[config.mk]
export PLATFORM = sky130hd
export DESIGN_NAME = demand_arbiter
export DESIGN_NICKNAME = d
export VERILOG_FILES = /design/src/rtl/demand_arbiter.sv
export SDC_FILE = /design/constraint.sdc
export NUM_CORES = 1
export LEC_CHECK = 0
export CAP_MARGIN = 25
export CORE_MARGIN = 3
export CORE_UTILIZATION = 30
export CTS_CLUSTER_SIZE = 8
export DETAILED_ROUTE_END_ITERATION = 7
export PLACE_DENSITY = 0.43
export SLEW_MARGIN = 20
export SYNTH_ARGS = -nofsm -noshare
export SYNTH_HDL_FRONTEND = slang
export SYNTH_SLANG_ARGS = --single-unit
[constraint.sdc]
create_clock -name clk -period 13.4 [get_ports clk]
set_input_delay 1.34 -clock clk [delete_from_list [all_inputs] [get_ports clk]]
set_output_delay 1.34 -clock clk [all_outputs]
set_load 0.05 [all_outputs]
[src/rtl/demand_arbiter.sv]
`default_nettype none
// ============================================================================
// Module   : demand_arbiter
// Brief    : Debounces four vehicle-detector inputs into pending calls,
//            ages each call, and nominates the longest-waiting approach to
//            the phase controller. HOLD keeps the nomination until that
//            approach is served.
//            Optional macro DEMAND_ARB_STARVE_OVERRIDE_EN lets a starved
//            approach preempt a held, non-starved one.
// Revision : 1.0  initial release
// ============================================================================
module demand_arbiter #(
    parameter int DEBOUNCE_CYCLES = 4,
    parameter int MAX_WAIT        = 1000,
    parameter int WAIT_W          = 16
) (
    input  logic       clk,
    input  logic       rst,
    input  logic [3:0] detect_i,
    input  logic [3:0] light_state_i,
    input  logic       maintenance_i,
    output logic [1:0] priority_o,
    output logic       priority_valid_o,
    output logic [3:0] pending_o,
    output logic       starved_o
);

    localparam int                DEB_W      = $clog2(DEBOUNCE_CYCLES + 1);
    localparam logic [DEB_W-1:0]  c_DEB_MAX  = DEB_W'(DEBOUNCE_CYCLES);
    localparam logic [DEB_W-1:0]  c_DEB_ARM  = DEB_W'(DEBOUNCE_CYCLES - 1);
    localparam logic [WAIT_W-1:0] c_WAIT_SAT = '1;
    localparam logic [WAIT_W-1:0] c_MAX_WAIT = WAIT_W'(MAX_WAIT);

    localparam logic [0:0] c_IDLE = 1'b0;
    localparam logic [0:0] c_HOLD = 1'b1;

    logic [DEB_W-1:0]  deb_q  [4];
    logic [DEB_W-1:0]  deb_d  [4];
    logic [WAIT_W-1:0] wait_q [4];
    logic [WAIT_W-1:0] wait_d [4];
    logic [3:0]        pending_q, pending_d;
    logic [3:0]        call;
    logic [3:0]        starve_vec;
    logic [0:0]        state_q, state_d;
    logic [1:0]        prio_q, prio_d;
    logic              valid_q, valid_d;
    logic              starved_q;

    logic [1:0]        sel_idx;
    logic [WAIT_W-1:0] sel_wait;
    logic              sel_found;

    // Per-approach debounce, call registration, pending flag and wait aging.
    // A call fires only on the arming count, so a saturated counter cannot
    // re-fire until detect drops and clears it.
    always_comb begin
        for (int i = 0; i < 4; i++) begin
            call[i] = detect_i[i] && (deb_q[i] == c_DEB_ARM);

            if (!detect_i[i])
                deb_d[i] = '0;
            else if (deb_q[i] != c_DEB_MAX)
                deb_d[i] = deb_q[i] + 1'b1;
            else
                deb_d[i] = deb_q[i];

            // Service beats a simultaneous new call.
            pending_d[i] = light_state_i[i] ? 1'b0 : (pending_q[i] | call[i]);

            if (pending_q[i] && !light_state_i[i])
                wait_d[i] = (wait_q[i] == c_WAIT_SAT) ? wait_q[i] : wait_q[i] + 1'b1;
            else
                wait_d[i] = '0;

            starve_vec[i] = pending_q[i] && (wait_q[i] >= c_MAX_WAIT);
        end
    end

    // Pick the pending approach with the largest wait; strict compare keeps
    // ties on the lowest index.
    always_comb begin
        sel_idx   = 2'd0;
        sel_wait  = '0;
        sel_found = 1'b0;
        for (int i = 0; i < 4; i++) begin
            if (pending_q[i] && (!sel_found || (wait_q[i] > sel_wait))) begin
                sel_found = 1'b1;
                sel_idx   = 2'(i);
                sel_wait  = wait_q[i];
            end
        end
    end

`ifdef DEMAND_ARB_STARVE_OVERRIDE_EN
    logic [3:0] held_mask;
    logic       others_starved;
    assign held_mask      = 4'b0001 << prio_q;
    assign others_starved = (|(starve_vec & ~held_mask)) && !starve_vec[prio_q];
`endif

    // IDLE/HOLD next-state: latch a selection, then hold it until served.
    always_comb begin
        state_d = state_q;
        prio_d  = prio_q;
        valid_d = valid_q;
        case (state_q)
            c_IDLE: begin
                valid_d = 1'b0;
                if (|pending_q) begin
                    prio_d  = sel_idx;
                    valid_d = 1'b1;
                    state_d = c_HOLD;
                end
            end
            c_HOLD: begin
                if (!pending_q[prio_q]) begin
                    state_d = c_IDLE;
                    valid_d = 1'b0;
                end
`ifdef DEMAND_ARB_STARVE_OVERRIDE_EN
                else if (others_starved) begin
                    prio_d = sel_idx;
                end
`endif
            end
            default: begin
                state_d = c_IDLE;
                valid_d = 1'b0;
            end
        endcase
    end

    // Demand state registers; maintenance wipes demand but not rst-only state.
    always_ff @(posedge clk) begin
        if (rst || maintenance_i) begin
            pending_q <= 4'b0000;
            for (int i = 0; i < 4; i++) begin
                deb_q[i]  <= '0;
                wait_q[i] <= '0;
            end
        end else begin
            pending_q <= pending_d;
            for (int i = 0; i < 4; i++) begin
                deb_q[i]  <= deb_d[i];
                wait_q[i] <= wait_d[i];
            end
        end
    end

    // Arbiter FSM registers; priority survives maintenance, only rst zeroes it.
    always_ff @(posedge clk) begin
        if (rst) begin
            state_q <= c_IDLE;
            prio_q  <= 2'd0;
            valid_q <= 1'b0;
        end else if (maintenance_i) begin
            state_q <= c_IDLE;
            valid_q <= 1'b0;
        end else begin
            state_q <= state_d;
            prio_q  <= prio_d;
            valid_q <= valid_d;
        end
    end

    // Starvation flag lags the wait counters by one cycle.
    always_ff @(posedge clk) begin
        if (rst)
            starved_q <= 1'b0;
        else
            starved_q <= |starve_vec;
    end

    assign priority_o       = prio_q;
    assign priority_valid_o = valid_q;
    assign pending_o        = pending_q;
    assign starved_o        = starved_q;

endmodule
`default_nettype wire
* Word-level counts from Yosys, hierarchy flattened
Memory sizes are Yosys's and may differ from the RTL's. Index checks and enable logic that the tools add are counted. W data, S select, Z words.
Cells by class: $add $sub $neg 8, multipliers 0, divide/modulo/power cells 0, order comparisons 8, equality and inequality tests 13, shift operators 0, muxes and demuxes 43, bitwise operators 14, reduce and logical (&&, ||, !) cells 34
Operators by type and width (number):
- $mux W16 | 15
- $add A16 B1 Y16 const B | 4
- $eq A16 B16 Y1 const B | 4
- $ge A16 B10 Y1 const B | 4
- $gt A16 B16 Y1 | 3
- $mux W3 | 12
- $logic_and A1 B1 Y1 | 15
- $add A3 B1 Y3 const B | 4
- $eq A3 B2 Y1 const B | 4
- $ne A3 B3 Y1 const B | 4
- $or A1 B1 Y1 | 12
- $mux W1 | 11
- $reduce_or A2 Y1 | 5
- $reduce_or A4 Y1 | 2
- $logic_not A1 Y1 | 7
- $logic_or A1 B1 Y1 | 4
- $mux W2 | 2
- $pmux W1 S2 | 2
- $lt A2 B3 Y1 const B | 1
- $reduce_and A3 Y1 | 1
- $bmux W1 S2 | 1
- $ne A2 B2 Y1 const B | 1
- $not A1 Y1 | 2
Word-level totals: register bits 9, latch bits 0, RAM bits 76, memory bits (read-only) 0, input bits 11, output and inout port bits 8, word-level logic and storage cells 130, memories 2
Memory list:
- wait_q | depth 4, bits a word 16, rd ports 4, clocked after memory_dff 0, write ports 4, RTL line 39 | logic [WAIT_W-1:0] wait_q [4];
- deb_q | depth 4, bits a word 3, rd ports 4, clocked after memory_dff 0, write ports 4, RTL line 37 | logic [DEB_W-1:0] deb_q [4];

* Longest topological paths before layout
Gate-level depths: netlist of the first run. An unclocked memory read counts as a cell.
depth after elaboration 14, depth in mapped cells 26, depth with buffers taken out 22

* Worst setup path before layout of the first run
OpenSTA, ideal clock, no wires.
kind register to register, start register pending_q[0], in the netlist pending_o[0], end register prio_q[0], in the netlist priority_o[0], setup time 0.153 ns, data arrival time 6.766 ns, required time 13.247 ns, slack 6.481 ns, cell stages (with the launch flop) 26, path buffers 5, clock period less this slack 6.919 ns, path through dfxtp_1 clkbuf_1 clkbuf_1 nand2_1 ha_1 nand4_1 or4_1 a21o_1 a31oi_4 clkbuf_1 a21oi_1 ha_1 and4_1 a211oi_1 o221ai_1 o31ai_1 buf_2 buf_1 o22ai_1 ha_1 a21oi_1 nand2_1 a221o_1 a221o_1 a2111oi_0 a221oi_1
On the way: word-level cells in the longest chain between the ends 13, elaborated cells on any way between the ends 23, those cells by class order compare (3); mux (9); reduce/logical (11)
Ends and longest elaborated chain:
- start: declaration | RTL line 41 | logic [3:0] pending_q, pending_d;
- start signal: assignment | RTL line 142 | pending_q <= pending_d;
- $mux W16 / $mux W1 (equally long branches) | RTL line 86 | if (pending_q[i] && (!sel_found || (wait_q[i] > sel_wait))) begin
- $gt A16 B16 Y1 / $logic_not A1 Y1 (equally long branches) | RTL line 86
- $logic_or A1 B1 Y1 | RTL line 86
- $logic_and A1 B1 Y1 | RTL line 86
- $mux W16 / $mux W1 (equally long branches) | RTL line 86
- $gt A16 B16 Y1 / $logic_not A1 Y1 (equally long branches) | RTL line 86
- $logic_or A1 B1 Y1 | RTL line 86
- $logic_and A1 B1 Y1 | RTL line 86
- $mux W16 / $mux W1 (equally long branches) | RTL line 86
- $gt A16 B16 Y1 / $logic_not A1 Y1 (equally long branches) | RTL line 86
- $logic_or A1 B1 Y1 | RTL line 86
- $logic_and A1 B1 Y1 | RTL line 86
- $mux W2 | RTL line 86
- end signal: assignment | RTL line 161 | prio_q <= prio_d;
- end: declaration | RTL line 45 | logic [1:0] prio_q, prio_d;
Parallel ways exist; a longest one is shown, timed or not. A chain may end at the register's enable or synchronous reset.

* Worst setup path after layout of the first run
start register pending_q[0], in the netlist pending_o[0], end register prio_q[1], in the netlist priority_o[1]
Same word-level chain as after synthesis.

==> run_results.csv, run 1 <==
group,metric,value,unit
logic_synthesis,synth_fp_nets,773,
sta,tns,0,ns
detailed_routing,totalWireLength,14900,um
detailed_routing,vias_per_cell,5.19,
global_route,grt_usage,0.152,
logic_synthesis,ys_types,54,
clock_tree,h-tree-depth,3,
clock_tree,cts_buffers,9,
power,ir_drop,0.0579,mV
die,fp-row-count,49,
detailed_routing,postRouteAntennaNets,0,
logic_synthesis,synth_edf_count,0,
clock_tree,hold_buffers,0,
clock_tree,cts_tree,"yes",
power,leakage,0.00227,uW
sta,skew,0.0138,ns
detailed_routing,vias,4877,
final_layout,drive_above_1_share,0.0549,
final_layout,fin_area,0.00631,mm^2
final_layout,antennaDiodeCount,0,
die,start_util,0.307,
final_layout,finalNonFillerCells,940,
placement,gp_congestion,0.781,
sta,fmaxAchievable,140,MHz
worst_setup_path,reg2reg_depth,24,
global_route,grt_pass1_wl,24400,um
sta,worst_slack,6.27,ns
detailed_routing,drt_iter0_drc,179,
detailed_routing,wl_per_cell,15.8,um
final_layout,area_growth,13.4,%
placement,numPortBuffers,18,
run,drv_cap,0,
worst_setup_path,cp-end-kind,"flop",
placement,dpl_cell_area,0.00596,mm^2
worst_hold_path,min_path_type,"flop to flop",
sta,timing.final.crit_share,0.532,
clock_tree,cts_root_buf,"clkbuf_16",
worst_hold_path,worstHoldPathCells,1,
logic_synthesis,synth.yosys.seq_area_share,0.306,
sta,hold_viol,0,
detailed_routing,drc,0,
placement,dp_hpwl,11300,um
sta,rsz0062_at_grt,"false",
sta,worst_slew_pin_slew,0.908,ns
die,die_x,142,um
die,die_y,142,um
logic_synthesis,yosysTopAreaCell,"dfxtp_1",
power,pwr_density_cell,81.9,mW/mm^2
logic_synthesis,yosysWarnings,0,
detailed_routing,dr.pass1.iters,4,
logic_synthesis,synth-seq-cells,85,
worst_setup_path,path_max_fanout,32,
global_route,antenna_found_initial,0,
clock_tree,clock_latency,0.36,ns
logic_synthesis,synth-main-ff-cell,"dfxtp_1",
logic_synthesis,synth_area,0.00556,mm^2
clock_tree,clkTransAtPathRegs,0.08,ns
placement,pre_cts_ws,5.48,ns
clock_tree,clockBufferDepth,2,
logic_synthesis,synth_area_leaders,"dfxtp_1 31%, ha_1 15%, nor2_1 6.5%",
logic_synthesis,async_reset_ff_frac,0,
sta,finalMaxSlewViolations,0,
global_route,grt_max_degree,46,
global_route,grt_pass1_vias,4674,
placement,dp_cells,922,
logic_synthesis,synth.top_cell.area_share,0.306,
logic_synthesis,synthCells,694,
worst_setup_path,arrival,7.34,ns
global_route,gr-total-overflow,0,
sta,maxSlewHeadroom,0.389,
die,ioPinCount,19,
worst_setup_path,crit_required,13.62,ns
clock_tree,cts.sinks,85,
worst_setup_path,critPathKind,"flop to flop",
sta,setup-violations-final,0,
worst_setup_path,cp-start-kind,"flop",
sta,fin_crit,7.13,ns
die,core_area,0.0181,mm^2
die,die_area,0.0202,mm^2
final_layout,final_nets,785,
clock_tree,cts_setup_buffers,0,
clock_tree,cts_resized,0,
logic_synthesis,avgSynthCellArea,8.01,um^2
outcome,status,"completed",
## final timing paths
path | start | to | slack, ns
worst max-delay path | pending_o[0]$_SDFF_PP0_ | priority_o[1]$_SDFFE_PP0P_ | 6.27
worst min-delay path | priority_valid_o$_SDFFE_PP0P_ | priority_valid_o$_SDFFE_PP0P_ | 0.48
worst max register to register | pending_o[0]$_SDFF_PP0_ | priority_o[1]$_SDFFE_PP0P_ | 6.27
worst min register to register | priority_valid_o$_SDFFE_PP0P_ | priority_valid_o$_SDFFE_PP0P_ | 0.48
## power by group
group / internal, uW / total (uW) / switching (uW) / leakage (uW)
registers: 253 / 254 / 0.635 / 0.000685
logic: 4.06 / 7.65 / 3.59 / 0.00144
clock network: 133 / 255 / 123 / 0.000146
## flip-flops by register name, indices dropped and copies added, names as in the netlist
| register | flops |
|---|---|
| deb_q | 12 |
| pending_o | 4 |
| priority_o | 2 |
| priority_valid_o | 1 |
| starved_o | 1 |
| state_q | 1 |
| wait_q | 64 |
## metrics by stage
stage | total power (uW) | hold WS, ns | util
after global routing | 535 | 0.507 | 0.349
after detailed placement | 267 | 0.453 | 0.329
after floorplan | 262 | 0.456 | -
final | 516 | 0.484 | 0.349
after global placement | 267 | 0.471 | 0.329
after CTS | 525 | 0.485 | 0.346
## placed cells by master (no fill, tap or decap), types with 5 or more instances in the layout
cell,instances
a21bo_2,14
o22ai_1,14
nand4_1,28
inv_1,43
clkbuf_16,9
clkdlybuf4s50_1,18
a21oi_1,60
a21o_1,5
a31oi_1,5
dfxtp_1,85
nand3_1,33
and4_1,7
xor2_1,25
ha_1,68
nand2_1,65
nor2_1,96
o21ai_0,17
nor3_1,15
a211oi_1,5
xnor2_1,21
and3_1,11
## kinds of logic (layout without fill, tap and decap cells)
group,count (synthesis),count (layout),share of synthesized area
simple gates,285,285,0.245
compound gates,142,142,0.166
flops,85,85,0.306
fa+ha+maj,68,68,0.153
buf+inv,62,79,0.0439
xor+xnor,46,46,0.0725
mux,6,6,0.0135
## critical path, cell delays in order, from the launching register on
cell and delay (ns):
dfxtp_1 0.84, nand2_1 0.16, ha_1 0.35, nand4_1 0.16
or4_1 0.58, a21o_1 0.21, a31oi_4 0.45, buf_16 0.23
nor2_1 0.09, a21oi_1 0.13, ha_1 0.25, a21o_1 0.16
a21oi_1 0.18, o221ai_1 0.19, o31ai_4 0.47, buf_8 0.23
a21bo_2 0.23, o22ai_1 0.20, ha_1 0.30, a21oi_1 0.12
o21ai_0 0.11, a221o_1 0.31, a221o_1 0.29, a2111oi_0 0.54
a221oi_1 0.18
## cell usage after synthesis (all sizes together) (3+ instances only)
master,number
and4,7
xnor2,21
inv,43
nand3,34
nand3b,3
mux2i,3
o22ai,14
buf,5
nand4,28
a211oi,5
o21a,3
a21oi,60
nor2,96
nand2,65
and3,11
nor4,4
dfxtp,85
xor2,25
or4,4
o21ai,17
a21bo,14
or3,3
nor2b,3
a21o,5
a31oi,6
ha,68
and2,4
nor3,15
clkbuf,14
## area by class of cell
class	count	area, um^2
clock buffer	9	225
clock inverter	7	80.1
fill	1866	11800
inverter	43	161
multi-input combinational	547	3630
sequential	85	1700
tap	229	287
timing repair buffer	20	223
## layer usage
layer  part of all wire  track usage  wire (um)  vias to the layer above
met1               0.47        0.202       6950                     2296
met2               0.47        0.250       6960                       69
met3              0.047       0.0306        697                       17
met5                  0            0          0                        -
li1                   -            -          -                     2495
met4              0.017       0.0475        248                        0
Note: power is estimated with default switching activity, not from simulation.
==> run 2, diff against run 1 <==
==> constraint.sdc (replaced) <==
create_clock -name clk -period 7.2 [get_ports clk]
set_input_delay 0.72 -clock clk [delete_from_list [all_inputs] [get_ports clk]]
set_output_delay 0.72 -clock clk [all_outputs]
set_load 0.05 [all_outputs]
==> run_results.csv, run 2 (synthesis results as in run 1) <==
group,metric,value,unit
outcome,status,"completed",
worst_hold_path,min_path_type,"flop to flop",
placement,gp_congestion,0.830,
worst_setup_path,crit_required,7.40,ns
sta,hold_ws,0.487,ns
worst_setup_path,critical_path.max_stage_delay,0.58,ns
sta,skew,0.0101,ns
clock_tree,cts.sinks,85,
clock_tree,cts_tree,"yes",
die,start_util,0.307,
clock_tree,clockBufferDepth,2,
global_route,gr-total-overflow,0,
worst_setup_path,r2r_start,"pending_o[0]$_SDFF_PP0_",
final_layout,drive_above_1_share,0.0706,
global_route,grt_pass1_vias,4815,
detailed_routing,totalWireLength,15000,um
worst_setup_path,path_max_fanout,27,
final_layout,regMostFlops,"wait_q",
detailed_routing,drc,0,
run,drv_cap,0,
clock_tree,clkTransAtPathRegs,0.07,ns
die,die_x,142,um
worst_setup_path,r2r-end,"priority_o[0]$_SDFFE_PP0P_",
power,internal-power,752,uW
power,pwr_density_cell,152,mW/mm^2
worst_setup_path,cp_slowest_cell,"or4_1",
sta,rsz0062_at_grt,"false",
sta,maxSlewHeadroom,0.516,
sta,hold_viol,0,
power,leakage,0.00232,uW
final_layout,final_nets,796,
clock_tree,cts_buffers,9,
detailed_routing,drt_iter0_drc,219,
final_layout,antennaDiodeCount,0,
placement,dp_hpwl,11500,um
detailed_routing,wl_per_cell,15.8,um
power,pwr-share-comb,0.014,
detailed_routing,dr.pass1.iters,5,
worst_setup_path,cp-start-kind,"flop",
clock_tree,h-tree-depth,3,
final_layout,area_growth,14.4,%
die,fp-row-count,49,
final_layout,final_common_cell,"nor2_1",
placement,numPortBuffers,18,
worst_setup_path,crit_buf_inv,3,
worst_setup_path,startpoint,"pending_o[0]$_SDFF_PP0_",
worst_setup_path,cp-end-kind,"flop",
worst_setup_path,critPathKind,"flop to flop",
power,ir_drop,0.0998,mV
final_layout,final_cell_mix,"96 x nor2_1, 84 x dfxtp_1, 68 x ha_1",
worst_hold_path,worstHoldPathCells,2,
global_route,antenna_found_initial,0,
final_layout,largest_register_ff_count,64,
die,die_area,0.0202,mm^2
detailed_routing,postRouteAntennaNets,0,
power,p_sw_frac,0.224,
power,p_clk_frac,0.499,
sta,finalMaxSlewViolations,0,
global_route,grt_usage,0.155,
sta,worst_slew_pin_slew,0.720,ns
power,p_switching,218,uW
detailed_routing,vias_per_cell,5.15,
power,power_frac_seq,0.487,
sta,timing.final.crit_share,0.934,
clock_tree,clock_latency,0.35,ns
sta,setup-violations-final,0,
worst_setup_path,reg2reg_slack,0.48,ns
detailed_routing,vias,4893,
worst_hold_path,hold_end,"deb_q[1][1]$_SDFFE_PP0P_",
die,ioPinCount,19,
die,die_y,142,um
sta,fmaxAchievable,149,MHz
worst_setup_path,reg2reg_depth,25,
sta,tns,0,ns
clock_tree,cts_root_buf,"clkbuf_16",
worst_hold_path,min_from,"deb_q[1][2]$_SDFFE_PP0P_",
worst_setup_path,cp_top_family,"compound AO/OA/AOI/OAI gates",
global_route,grt_max_degree,28,
worst_setup_path,arrival,6.92,ns
global_route,grt_pass1_wl,24800,um
die,core_area,0.0181,mm^2
sta,fin_crit,6.72,ns
-- run 2: cell type report --
| cell class | count | area (um^2) |
|---|---|---|
| well taps | 229 | 287 |
| inverters | 43 | 161 |
| flip-flops and latches | 85 | 1700 |
| multi-input cells | 547 | 3630 |
| clock buffers | 9 | 225 |
| repair buffers | 31 | 275 |
| clock inverters | 7 | 82.6 |
| fillers | 1883 | 11700 |
-- run 2: metal layers --
metal,track usage,vias up,share of wire
met5,0,-,0
met4,0.0424,0,0.0075
met3,0.0302,8,0.039
met2,0.252,57,0.46
met1,0.210,2305,0.49
li1,-,2523,-
-- run 2: worst max path at each step --
stage	to	slack, ns	cells after the start
finish	priority_o[0]$_SDFFE_PP0P_	0.48	25
global route	priority_o[0]$_SDFFE_PP0P_	0.02	24
CTS	priority_o[0]$_SDFFE_PP0P_	0.03	23
detailed placement	priority_o[0]$_SDFFE_PP0P_	0.01	23
global placement	priority_o[0]$_SDFFE_PP0P_	0.40	24
floorplan	priority_o[0]$_SDFFE_PP0P_	0.28	25
-- run 2: metrics by stage --
stage          cell area [um^2]  power (uW)  setup WS [ns]  cells  utilization
2_1_floorplan              5560         488          0.281    694            -
3_3_place_gp               6020         497          0.399    930        0.333
3_5_place_dp               6020         497         0.0116    930        0.333
4_1_cts                    6330         990         0.0320    946        0.350
5_1_grt                    6360        1000         0.0247    951        0.352
6_report                   6360         970          0.477    951        0.352
-- run 2: power by group through the flow --
| stage | Combinational [uW] | Sequential, uW | Clock, uW |
|---|---|---|---|
| after floorplan | 5.69 | 483 | 0 |
| after global placement | 13.9 | 483 | 0 |
| after detailed placement | 14.2 | 483 | 0 |
| after CTS | 14.3 | 472 | 504 |
| after global routing | 16.1 | 472 | 515 |
| final | 13.9 | 472 | 484 |
-- run 2: tightest hold or removal path, stage by stage, from the launching register on --
cell and delay [ns]:
dfxtp_1 0.32, nand3_1 0.08, a21oi_1 0.05
-- run 2: timing repair --
action                                 4_1_cts  5_1_grt
endpoints found under the hold margin        0        0
setup buffers                                0        4
gates resized for setup                      0        2
hold buffers                                 0        0
setup endpoints to repair                    0        2
==> run 3, diff against run 2 <==
--- a/config.mk
+++ b/config.mk
@@ -11,6 +11,7 @@
 export CTS_CLUSTER_SIZE = 8
 export DETAILED_ROUTE_END_ITERATION = 7
 export PLACE_DENSITY = 0.43
+export RECOVER_POWER = 25
 export SLEW_MARGIN = 20
 export SYNTH_ARGS = -nofsm -noshare
 export SYNTH_HDL_FRONTEND = slang
==> run_results.csv, run 3 (synthesis results as in run 1) <==
group,metric,value,unit
sta,finalMaxSlewViolations,0,
placement,numPortBuffers,18,
detailed_routing,totalWireLength,15100,um
clock_tree,cts_buffers,9,
worst_setup_path,critPathKind,"flop to flop",
placement,dp_hpwl,11500,um
placement,dpl_cell_area,0.00602,mm^2
power,ir_drop,0.102,mV
die,start_util,0.307,
detailed_routing,wl_per_cell,15.9,um
clock_tree,h-tree-depth,3,
global_route,grt_pass1_wl,24800,um
detailed_routing,vias,4919,
run,drv_cap,0,
die,core_area,0.0181,mm^2
sta,tns,0,ns
final_layout,final_nets,796,
power,pwr_density_cell,153,mW/mm^2
clock_tree,cts_root_buf,"clkbuf_16",
clock_tree,clockBufferDepth,2,
final_layout,final_cell_mix,"96 x nor2_1, 84 x dfxtp_1, 68 x ha_1",
die,die_x,142,um
global_route,antenna_found_initial,0,
die,fp-row-count,49,
clock_tree,cts_tree,"yes",
sta,skew,0.0101,ns
final_layout,largest_register_ff_count,64,
placement,gp_congestion,0.830,
die,die_area,0.0202,mm^2
final_layout,final_common_cell,"nor2_1",
global_route,gr-total-overflow,0,
final_layout,fillers,1883,
sta,setup-violations-final,0,
final_layout,regMostFlops,"wait_q",
worst_hold_path,min_path_type,"flop to flop",
sta,timing.final.crit_share,0.937,
detailed_routing,drc,0,
final_layout,fin_area,0.00636,mm^2
sta,rsz0062_at_grt,"false",
worst_setup_path,cp-start-kind,"flop",
detailed_routing,dr.pass1.iters,4,
worst_setup_path,arrival,6.95,ns
sta,hold_viol,0,
final_layout,drive_above_1_share,0.0693,
clock_tree,clkTransAtPathRegs,0.07,ns
detailed_routing,vias_per_cell,5.17,
sta,fin_crit,6.75,ns
final_layout,antennaDiodeCount,0,
global_route,grt_usage,0.155,
die,die_y,142,um
clock_tree,cts.sinks,85,
worst_setup_path,cp-end-kind,"flop",
global_route,grt_max_degree,28,
global_route,grt_pass1_vias,4815,
worst_setup_path,path_max_fanout,27,
detailed_routing,drt_iter0_drc,219,
sta,worst_slew_pin_slew,0.722,ns
sta,maxSlewHeadroom,0.515,
detailed_routing,postRouteAntennaNets,0,
power,leakage,0.00232,uW
sta,fmaxAchievable,148,MHz
power,finalPower,972,uW
final_layout,area_growth,14.4,%
die,ioPinCount,19,
worst_setup_path,crit_required,7.40,ns
clock_tree,clock_latency,0.35,ns
outcome,status,"completed",
[run 3: power breakdown]
group	internal (uW)	leakage [uW]	switching, uW
clock	274	0.000151	212
sequential	471	0.000685	1.15
combinational	7.32	0.00148	6.44
total	752	0.00232	220
[run 3: path summary, 6_finish.rpt]
path	startpoint	slack [ns]	cells past startpoint	endpoint
worst max-delay path	pending_o[0]$_SDFF_PP0_	0.45	25	priority_o[0]$_SDFFE_PP0P_
worst min-delay path	deb_q[1][2]$_SDFFE_PP0P_	0.49	2	deb_q[1][1]$_SDFFE_PP0P_
worst max register to register	pending_o[0]$_SDFF_PP0_	0.45	25	priority_o[0]$_SDFFE_PP0P_
worst min register to register	deb_q[1][2]$_SDFFE_PP0P_	0.49	2	deb_q[1][1]$_SDFFE_PP0P_
[run 3: repair_timing]
item / 4_1_cts / 5_1_grt
endpoints found under the setup margin: 0 / 2
buffers inserted: 0 / 4
resized for setup: 0 / 2
hold buffers: 0 / 0
[run 3: area by class of cell]
cell class              instances  area, um^2  area share
inverters                      43         161      0.0254
clock inverters                 7        82.6      0.0130
well taps                     229         287      0.0450
flip-flops and latches         85        1700       0.268
repair buffers                 31         275      0.0433
clock buffers                   9         225      0.0354
multi-input cells             547        3630       0.570
[run 3: metrics by stage]
stage / setup slack [ns] / hold slack, ns / utilization / std cells
after floorplan: 0.281 / 0.456 / - / 694
after CTS: 0.0320 / 0.491 / 0.350 / 946
final: 0.454 / 0.486 / 0.352 / 951
after global placement: 0.399 / 0.471 / 0.333 / 930
after detailed placement: 0.0116 / 0.481 / 0.333 / 930
after global routing: 0.0247 / 0.517 / 0.352 / 951
[run 3: critical path, stage by stage (launching register included)]
cell       delay, ns
dfxtp_2         0.54
nand2_1         0.14
ha_1            0.33
nand4_1         0.16
or4_1           0.58
a21o_1          0.20
a31oi_4         0.25
buf_4           0.32
nor2_1          0.10
a21oi_1         0.19
ha_1            0.28
and4_1          0.24
a211oi_1        0.24
o221ai_1        0.20
o31ai_4         0.25
buf_4           0.19
buf_4           0.18
a21bo_2         0.23
o22ai_1         0.15
ha_1            0.29
a21oi_1         0.15
o21ai_0         0.13
a221o_1         0.31
a221o_1         0.30
a2111oi_1       0.47
a221oi_1        0.17
[run 3: layer usage]
| metal | vias up | wire length [um] | global-route usage |
|---|---|---|---|
| li1 | 2520 | - | - |
| met1 | 2313 | 7430 | 0.210 |
| met2 | 71 | 6830 | 0.252 |
| met3 | 15 | 621 | 0.0302 |
| met4 | 0 | 189 | 0.0424 |
| met5 | - | 0 | 0 |
